`src/rtl/fft_pkg.sv`:
```
// Shared types and address helpers for the FFT memory sequencer.
// Helpers operate on MAX_AW-wide values; callers truncate to their ADDR_WIDTH.
package fft_pkg;

    localparam int unsigned MAX_AW = 16;

    typedef enum logic [2:0] {
        S_IDLE,
        S_LOAD,
        S_RD,
        S_WAIT,
        S_WR,
        S_UNLOAD,
        S_DONE
    } state_t;

    // Reverse the low aw bits of v; bits at and above aw come out as 0.
    function automatic logic [MAX_AW-1:0] bitrev(input logic [MAX_AW-1:0] v,
                                                 input int unsigned aw);
        logic [MAX_AW-1:0] r;
        r = '0;
        for (int unsigned i = 0; i < MAX_AW; i++) begin
            if (i < aw) begin
                r = r | (((v >> i) & MAX_AW'(1)) << (aw - 1 - i));
            end
        end
        return r;
    endfunction

    function automatic logic [MAX_AW-1:0] span_mask(input int unsigned s);
        return (MAX_AW'(1) << s) - MAX_AW'(1);
    endfunction

    // Insert a 0 at bit position s of j: upper partner of the butterfly pair.
    function automatic logic [MAX_AW-1:0] bfly_a(input int unsigned s,
                                                 input logic [MAX_AW-1:0] j);
        return ((j >> s) << (s + 1)) | (j & span_mask(s));
    endfunction

    function automatic logic [MAX_AW-1:0] bfly_b(input int unsigned s,
                                                 input logic [MAX_AW-1:0] j);
        return bfly_a(s, j) | (MAX_AW'(1) << s);
    endfunction

    function automatic logic [MAX_AW-1:0] bfly_tw(input int unsigned s,
                                                  input logic [MAX_AW-1:0] j,
                                                  input int unsigned m);
        return (j & span_mask(s)) << (m - 1 - s);
    endfunction

endpackage

```
`src/rtl/fft_bfly_addr.sv`:
```
// Combinational butterfly address generator: (stage, butterfly) -> A, B, twiddle index.
module fft_bfly_addr
    import fft_pkg::*;
#(
    parameter int ADDR_WIDTH = 5,
    parameter int STAGE_W    = $clog2(ADDR_WIDTH + 1)
) (
    input  logic [STAGE_W-1:0]    s,
    input  logic [ADDR_WIDTH-2:0] j,
    output logic [ADDR_WIDTH-1:0] a,
    output logic [ADDR_WIDTH-1:0] b,
    output logic [ADDR_WIDTH-2:0] tw
);

    logic [MAX_AW-1:0] j_ext;
    int unsigned       s_int;

    always_comb begin
        j_ext = MAX_AW'(j);
        s_int = 32'(s);
        a     = ADDR_WIDTH'(bfly_a(s_int, j_ext));
        b     = ADDR_WIDTH'(bfly_b(s_int, j_ext));
        tw    = (ADDR_WIDTH - 1)'(bfly_tw(s_int, j_ext, ADDR_WIDTH));
    end

endmodule

```
`src/rtl/fft_mem_sequencer.sv`:
```
// Address/control sequencer for an in-place radix-2 DIT FFT on a dual-port RAM:
// bit-reversed load, paired read/wait/write butterflies, natural-order unload.
module fft_mem_sequencer
    import fft_pkg::*;
#(
    parameter int ADDR_WIDTH = 5,
    parameter int BFLY_LAT   = 2,
    parameter int STAGE_W    = $clog2(ADDR_WIDTH + 1)
) (
    input  logic                  clk,
    input  logic                  rst,
    input  logic                  start,
    input  logic                  in_valid,
    output logic                  in_ready,
    output logic                  ram_roW,
    output logic                  ram_singlewrite,
    output logic [ADDR_WIDTH-1:0] ram_A_addr,
    output logic [ADDR_WIDTH-1:0] ram_B_addr,
    output logic [ADDR_WIDTH-2:0] tw_addr,
    output logic                  bfly_en,
    output logic [STAGE_W-1:0]    stage,
    output logic                  out_valid,
    output logic [ADDR_WIDTH-1:0] out_idx,
    output logic                  busy,
    output logic                  done
);

    localparam int WAIT_W = $clog2(BFLY_LAT + 1);

    localparam logic [ADDR_WIDTH-1:0] LAST_ADDR = '1;
    localparam logic [ADDR_WIDTH-2:0] LAST_J    = '1;
    localparam logic [STAGE_W-1:0]    LAST_S    = STAGE_W'(ADDR_WIDTH - 1);
    localparam logic [WAIT_W-1:0]     LAST_WAIT = WAIT_W'(BFLY_LAT - 1);

    state_t state, state_nx;

    logic [ADDR_WIDTH-1:0] load_cnt;
    logic [ADDR_WIDTH-1:0] u;
    logic [ADDR_WIDTH-2:0] j;
    logic [STAGE_W-1:0]    s;
    logic [WAIT_W-1:0]     wait_cnt;

    logic [ADDR_WIDTH-1:0] bf_a;
    logic [ADDR_WIDTH-1:0] bf_b;
    logic [ADDR_WIDTH-2:0] bf_tw;
    logic                  last_bfly;

    fft_bfly_addr #(
        .ADDR_WIDTH(ADDR_WIDTH),
        .STAGE_W   (STAGE_W)
    ) u_bfly_addr (
        .s (s),
        .j (j),
        .a (bf_a),
        .b (bf_b),
        .tw(bf_tw)
    );

    assign last_bfly = (s == LAST_S) && (j == LAST_J);

    always_ff @(posedge clk or posedge rst) begin
        if (rst) begin
            state <= S_IDLE;
        end else begin
            state <= state_nx;
        end
    end

    always_comb begin
        state_nx = state;
        case (state)
            S_IDLE:   if (start) state_nx = S_LOAD;
            S_LOAD:   if (in_valid && load_cnt == LAST_ADDR) state_nx = S_RD;
            S_RD:     state_nx = S_WAIT;
            S_WAIT:   if (wait_cnt == LAST_WAIT) state_nx = S_WR;
            S_WR:     state_nx = last_bfly ? S_UNLOAD : S_RD;
            S_UNLOAD: if (u == LAST_ADDR) state_nx = S_DONE;
            S_DONE:   state_nx = S_IDLE;
            default:  state_nx = S_IDLE;
        endcase
    end

    always_ff @(posedge clk or posedge rst) begin
        if (rst) begin
            load_cnt <= '0;
            u        <= '0;
            j        <= '0;
            s        <= '0;
            wait_cnt <= '0;
        end else begin
            case (state)
                S_IDLE: begin
                    load_cnt <= '0;
                    u        <= '0;
                    j        <= '0;
                    s        <= '0;
                    wait_cnt <= '0;
                end
                S_LOAD:   if (in_valid) load_cnt <= load_cnt + 1'b1;
                S_RD:     wait_cnt <= '0;
                S_WAIT:   wait_cnt <= wait_cnt + 1'b1;
                S_WR: begin
                    j <= j + 1'b1;
                    if (j == LAST_J) s <= s + 1'b1;
                end
                S_UNLOAD: u <= u + 1'b1;
                default: ;
            endcase
        end
    end

    // RAM read data for address u appears one cycle later, so the bin index is registered.
    always_ff @(posedge clk or posedge rst) begin
        if (rst) begin
            out_valid <= 1'b0;
            out_idx   <= '0;
        end else begin
            out_valid <= (state == S_UNLOAD);
            out_idx   <= (state == S_UNLOAD) ? u : '0;
        end
    end

    always_comb begin
        in_ready        = 1'b0;
        ram_roW         = 1'b0;
        ram_singlewrite = 1'b0;
        ram_A_addr      = '0;
        ram_B_addr      = '0;
        tw_addr         = '0;
        bfly_en         = 1'b0;
        stage           = '0;
        case (state)
            S_LOAD: begin
                in_ready        = 1'b1;
                ram_singlewrite = in_valid;
                ram_A_addr      = ADDR_WIDTH'(bitrev(MAX_AW'(load_cnt), ADDR_WIDTH));
            end
            S_RD, S_WAIT, S_WR: begin
                ram_A_addr = bf_a;
                ram_B_addr = bf_b;
                tw_addr    = bf_tw;
                stage      = s;
                ram_roW    = (state == S_WR);
                bfly_en    = (state == S_WAIT) && (wait_cnt == '0);
            end
            S_UNLOAD: ram_A_addr = u;
            default: ;
        endcase
    end

    assign busy = (state != S_IDLE);
    assign done = (state == S_DONE);

endmodule
```
`config.mk`:
```
export PLATFORM = sky130hd
export DESIGN_NAME = fft_mem_sequencer
export DESIGN_NICKNAME = d
export VERILOG_FILES = /design/src/rtl/fft_pkg.sv /design/src/rtl/fft_bfly_addr.sv /design/src/rtl/fft_mem_sequencer.sv
export SDC_FILE = /design/constraint.sdc
export NUM_CORES = 1
export LEC_CHECK = 0
export CORE_ASPECT_RATIO = 0.7
export CORE_MARGIN = 4
export CORE_UTILIZATION = 55
export CTS_BUF_LIST = sky130_fd_sc_hd__clkbuf_4
export DETAILED_ROUTE_END_ITERATION = 16
export PLACE_DENSITY = 0.89
export REMOVE_ABC_BUFFERS = 1
export SLEW_MARGIN = 5
export SYNTH_ARGS = -nofsm -noshare
export SYNTH_HDL_FRONTEND = slang
export SYNTH_SLANG_ARGS = --single-unit
```
`constraint.sdc`:
```
create_clock -name clk -period 6.25 [get_ports clk]
set_clock_uncertainty 0.1 [all_clocks]
set_input_delay 1.25 -clock clk [delete_from_list [all_inputs] [get_ports clk]]
set_output_delay 1.25 -clock clk [all_outputs]
set_load 0.02 [all_outputs]
```
==> flow_metrics.tcl, run 1 <==
set metrics [dict create \
    regArea_um2 701 \
    drv_cap 0 \
    yosys-top-cells-area "dfrtp_1, ha_1, nand2_1, a21oi_1, mux2i_1" \
    post-dp-hpwl_mm 3.78 \
    start_util 0.581 \
    vias 1815 \
    clock_latency_ns 0.35 \
    die_w_um 81.5 \
    rows 18 \
    grt_first_pass_wirelength_mm 8.47 \
    worstPathCellList "inv_1 > ha_1 > o21bai_1 > o211ai_1 > a311oi_1 > a221o_1 > clkdlybuf4s50_1" \
    first_global_vias 1661 \
    coreArea_um2 3580 \
    startpoint_type "flip-flop" \
    grt-ovfl-total 0 \
    fin_crit_ns 4.74 \
    crit_type "reg -> out" \
    critical_path_required_ns 4.90 \
    yosysTopAreaCell "dfrtp_1" \
    drc 0 \
    tightest_slew_ns 1.09 \
    tns_ns 0 \
    antenna_found_initial 0 \
    synth-seq-area-share 0.337 \
    antenna_cells 0 \
    multi_input_area_um2 1250 \
    rsz0062_at_grt "false" \
    layout-area-overhead-vs-synth_pct 17.6 \
    worst_path_max_delay_cell "ha_1" \
    slew_headroom 0.273 \
    ant_nets 0 \
    grt_max_degree 29 \
    synth_top_area_share 0.337 \
    post_cts_buffers 0 \
    cp.arrival_ns 3.39 \
    io_buffers 32 \
    hold_path.class "reg -> reg" \
    synth_warnings 0 \
    grt_use_total 0.228 \
    ir_drop_uv 248 \
    slew_viol_final 0 \
    numCtsBuffers 3 \
    synth_area_per_cell_um2 8.92 \
    run_status "completed" \
    setup_violations 0 \
    async_reset_ff_frac 1.00 \
    drtIter0Drc 262 \
    mostFrequentLayoutCell "clkdlybuf4s50_1" \
    dieArea_um2 4840 \
    syn_inst 233 \
    power_density_nw_per_um2 258 \
    critPathBufInv 2 \
    clkTransAtPathRegs_ns 0.16 \
    period_share 0.759 \
    cts_tree "yes" \
    htree_levels 1 \
    syn_area_um2 2080 \
    path_max_fanout 16 \
    via_per_inst 5.91 \
    first_pass_iters 5 \
    synth_cell_types 60 \
    synth_edf_count 0 \
    ios 33 \
    wl_mm 5.07 \
    cp_top_family "compound AO/OA/AOI/OAI gates" \
    die_y_um 59.4 \
    clk_path_buf_depth 2 \
    layout-drive-gt1-share 0.0973 \
    routabilityCongestion 0.985 \
    endpoint_kind "output port" \
    clock-root-buffer "clkbuf_4" \
    cts_resized 0 \
    hold_ws_ns 0.430 \
    ys_ff_latch 28 \
    fin_nets 277 \
    cts.sinks 28 \
    n_fill_cell 281 \
    synth_ff_type "dfrtp_1" \
    post_drt_wl_per_cell_um 16.5 \
    fmax_mhz 211 \
    hold_viol 0 \
    max_stage_delay_ns 0.68 \
    layout_common_cells "clkdlybuf4s50_1, dfrtp_1, nand2_1" \
    hold_buffers 0 \
    leakagePower_uw 0.00104 \
]
-- cells in the mapped netlist (2+ instances only) --
library cell / n
a21oi_1: 11
xor2_1: 5
mux2i_1: 5
inv_2: 3
nand3b_1: 2
o21bai_1: 2
o21a_1: 2
nor2_4: 2
a311oi_1: 3
a31oi_1: 4
nand2_2: 2
nand4_1: 4
nand2_1: 22
xnor2_1: 2
and3_1: 6
o21ai_1: 5
a22oi_1: 2
dfrtp_1: 28
buf_2: 8
nand3_1: 8
clkinv_2: 2
o22ai_1: 3
ha_1: 15
nand2b_1: 5
a221o_1: 2
o21ai_0: 10
buf_4: 2
a21o_1: 2
nor3_1: 4
nor2b_1: 4
o211ai_1: 2
inv_1: 9
and2_1: 5
a22o_1: 5
nor2_1: 12
-- worst register-to-register path, cell delays in order, from the launching register on --
cell	delay [ns]
dfrtp_1	0.45
ha_1	0.25
and3_1	0.20
ha_1	0.19
and3_1	0.18
a2111oi_2	0.48
a221o_1	0.21
o2bb2ai_1	0.08
-- power by group --
group / internal (µW) / switching [µW] / leakage, µW
logic: 103 / 162 / 0.000629
clock network: 65.0 / 57.0 / 0.0000279
registers: 200 / 43.0 / 0.000386
total: 368 / 262 / 0.00104
-- worst paths after layout --
path	from	to	slack, ns	depth (start not counted)
worst max-delay path	s[1]$_DFFE_PP0P_	ram_A_addr[4]	1.51	7
worst min-delay path	wait_cnt[1]$_DFFE_PP0P_	wait_cnt[1]$_DFFE_PP0P_	0.43	1
worst max register to register	load_cnt[0]$_DFFE_PP0P_	state[1]$_DFFE_PP0P_	4.01	7
worst min register to register	wait_cnt[1]$_DFFE_PP0P_	wait_cnt[1]$_DFFE_PP0P_	0.43	1
max in group asynchronous	rst	j[0]$_DFFE_PP0P_	4.04	2
min in group asynchronous	rst	out_valid$_DFF_PP0_	1.35	2
-- state kept, by name, summed over array words and instances, names as in the netlist --
signal	count
out_valid	1
s	3
load_cnt	5
j	4
state	3
u	5
wait_cnt	2
out_idx	5
-- area by class of cell --
type,count,area share
clock inverter,1,0.0123
inverter,14,0.0225
sequential,28,0.287
tap,50,0.0256
clock buffer,3,0.00921
timing repair buffer,32,0.131
multi-input combinational,179,0.513
-- metal layers --
layer  vias to the layer above  global-route usage  part of all wire
met5                         -                   0                 0
met1                       850               0.343              0.48
li1                        887                   -                 -
met4                         0              0.0482             0.014
met3                         8              0.0745             0.087
met2                        70               0.316              0.42
-- per-stage QoR --
step                      power, µW  cells   util  setup slack (ns)  area (µm²)
after floorplan                 413    221      -              2.73        2010
after global placement          501    303  0.668              2.04        2390
after detailed placement        509    303  0.668              1.92        2390
after CTS                       633    307  0.683              1.51        2440
after global routing            671    307  0.683              1.27        2440
final                           630    307  0.683              1.51        2440
-- cell families (layout without fill, tap and decap cells) --
family,count (synthesis),count (layout),synth area share
simple gates,88,88,0.239
compound gates,63,63,0.215
flops,28,28,0.337
buf+inv,26,50,0.0602
fa+ha+maj,15,15,0.0903
xor+xnor,7,7,0.0295
mux,6,6,0.0295
(Power assumes the default switching activity.)
==> run 2: changes to the inputs <==
--- a/config.mk
+++ b/config.mk
@@ -7,10 +7,10 @@
 export LEC_CHECK = 0
 export CORE_ASPECT_RATIO = 0.7
 export CORE_MARGIN = 4
-export CORE_UTILIZATION = 55
+export CORE_UTILIZATION = 50
 export CTS_BUF_LIST = sky130_fd_sc_hd__clkbuf_4
 export DETAILED_ROUTE_END_ITERATION = 16
-export PLACE_DENSITY = 0.89
+export PLACE_DENSITY = 0.85
 export REMOVE_ABC_BUFFERS = 1
 export SLEW_MARGIN = 5
 export SYNTH_ARGS = -nofsm -noshare
==> constraint.sdc (replaced) <==
create_clock -name clk -period 4 [get_ports clk]
set_clock_uncertainty 0.1 [all_clocks]
set_input_delay 0.8 -clock clk [delete_from_list [all_inputs] [get_ports clk]]
set_output_delay 0.8 -clock clk [all_outputs]
set_load 0.02 [all_outputs]
==> flow_metrics.tcl, run 2 (synthesis results as in run 1) <==
set metrics [dict create \
    run_status "completed" \
    grt_max_degree 29 \
    worst_path_max_delay_cell "clkdlybuf4s50_1" \
    power_density_nw_per_um2 372 \
    worstHoldPathCells 1 \
    hold_viol 0 \
    layout-drive-gt1-share 0.118 \
    n_fill_cell 330 \
    critical_path_depth 9 \
    hold_buffers 0 \
    critical_path_required_ns 3.10 \
    drv_cap 0 \
    die_w_um 85.1 \
    reg2reg_depth 7 \
    ir_drop_uv 349 \
    critPathBufInv 3 \
    hold_path.class "reg -> reg" \
    post-dp-hpwl_mm 3.91 \
    rsz0062_at_grt "false" \
    worstPathCellList "inv_2 > ha_1 > ha_2 > inv_1 > ha_1 > nor2b_1 > a31oi_1 > a21oi_1 > clkdlybuf4s50_1" \
    rows 19 \
    layout_common_cells "clkdlybuf4s50_1, dfrtp_1, nand2_1" \
    first_pass_iters 5 \
    hold_ws_ns 0.410 \
    wl_mm 5.10 \
    first_global_vias 1629 \
    endpoint_kind "output port" \
    mostFrequentLayoutCell "clkdlybuf4s50_1" \
    fin_nets 282 \
    antenna_found_initial 0 \
    htree_levels 1 \
    io_buffers 32 \
    clkTransAtPathRegs_ns 0.15 \
    setup_violations 0 \
    cts_tree "yes" \
    numCtsBuffers 3 \
    startpoint_type "flip-flop" \
    placed_area_um2 2430 \
    fin_crit_ns 3.83 \
    post_drt_wl_per_cell_um 16.3 \
    ios 33 \
    grt-ovfl-total 0 \
    clk_path_buf_depth 2 \
    dieArea_um2 5270 \
    max_stage_delay_ns 0.66 \
    die_y_um 62.0 \
    leakagePower_uw 0.00107 \
    drc 0 \
    grt_first_pass_wirelength_mm 8.27 \
    coreArea_um2 3970 \
    fmax_mhz 261 \
    tns_ns 0 \
    clock-root-buffer "clkbuf_4" \
    vias 1857 \
    ant_nets 0 \
    start_util 0.524 \
    path_max_fanout 6 \
    cp.arrival_ns 2.93 \
    layout-area-overhead-vs-synth_pct 18.5 \
    final_area_um2 2460 \
    clock_latency_ns 0.33 \
    cp_top_family "buffers and inverters" \
    drtIter0Drc 209 \
    routabilityCongestion 0.917 \
    via_per_inst 5.91 \
    antenna_cells 0 \
    slew_viol_final 0 \
    critPathMostFrequentCell "ha_1" \
    largestRegisters "load_cnt x5, out_idx x5, u x5" \
    cts.sinks 28 \
    crit_type "reg -> out" \
    grt_use_total 0.200 \
    tightest_slew_ns 1.06 \
    slew_headroom 0.291 \
    period_share 0.958 \
]
[run 2: changes by cell type in the layout (fill, tap and decap cells not counted)]
cell / delta
inv_1: -1
inv_2: +1
a2111oi_1: +1
dlymetal6s2s_1: +1
buf_4: +5
clkdlybuf4s50_1: -1
clkinv_1: +1
ha_2: +1
a2111oi_0: -1
ha_1: -1
bufinv_16: -1
[run 2: area by class of cell]
type / instances / area, µm² / area share
tap: 52 / 65.1 / 0.0264
sequential: 28 / 701 / 0.284
timing repair buffer: 37 / 360 / 0.146
inverter: 14 / 55.1 / 0.0223
clock inverter: 1 / 3.75 / 0.00152
multi-input combinational: 179 / 1260 / 0.510
clock buffer: 3 / 22.5 / 0.00914
[run 2: repair_timing]
| action | 4_1_cts | 5_1_grt |
|---|---|---|
| endpoints found under the setup margin | 0 | 3 |
| resized for setup | 0 | 4 |
| buffers inserted | 0 | 0 |
[run 2: worst reg2reg max path, stage by stage, from the launching register on]
cell and delay (ns):
dfrtp_1 0.45, ha_1 0.24, and3_1 0.20, ha_1 0.17, and3_1 0.18, a2111oi_2 0.46, a221o_1 0.20, o2bb2ai_1 0.08
[run 2: layer usage]
metal | up-vias | GRT usage | part of all wire
met2 | 68 | 0.279 | 0.42
met5 | - | 0 | 0
met1 | 890 | 0.318 | 0.51
li1 | 893 | - | -
met3 | 6 | 0.0422 | 0.060
met4 | 0 | 0.0339 | 0.0084
[run 2: path summary, 6_finish.rpt]
kind,slack (ns),end,from
max,0.17,ram_B_addr[1],s[0]$_DFFE_PP0P_
max reg2reg,1.83,state[1]$_DFFE_PP0P_,load_cnt[0]$_DFFE_PP0P_
max in group asynchronous,2.26,s[1]$_DFFE_PP0P_,rst
min reg2reg,0.41,u[3]$_DFFE_PP0P_,u[3]$_DFFE_PP0P_
min,0.41,u[3]$_DFFE_PP0P_,u[3]$_DFFE_PP0P_
min in group asynchronous,0.91,wait_cnt[1]$_DFFE_PP0P_,rst
[run 2: stage by stage]
stage / setup slack, ns / total power (µW) / util / cells
2_1_floorplan: 0.926 / 645 / - / 221
3_3_place_gp: 0.432 / 786 / 0.613 / 310
3_5_place_dp: 0.434 / 798 / 0.613 / 310
4_1_cts: 0.0510 / 917 / 0.619 / 314
5_1_grt: 0.00459 / 979 / 0.621 / 314
6_report: 0.167 / 918 / 0.621 / 314
[run 2: where the power goes]
part	switching, µW	internal, µW	leakage [µW]
Clock	82.0	36.7	0.0000154
Combinational	260	162	0.000673
Sequential	64.1	312	0.000386
Total	407	512	0.00107
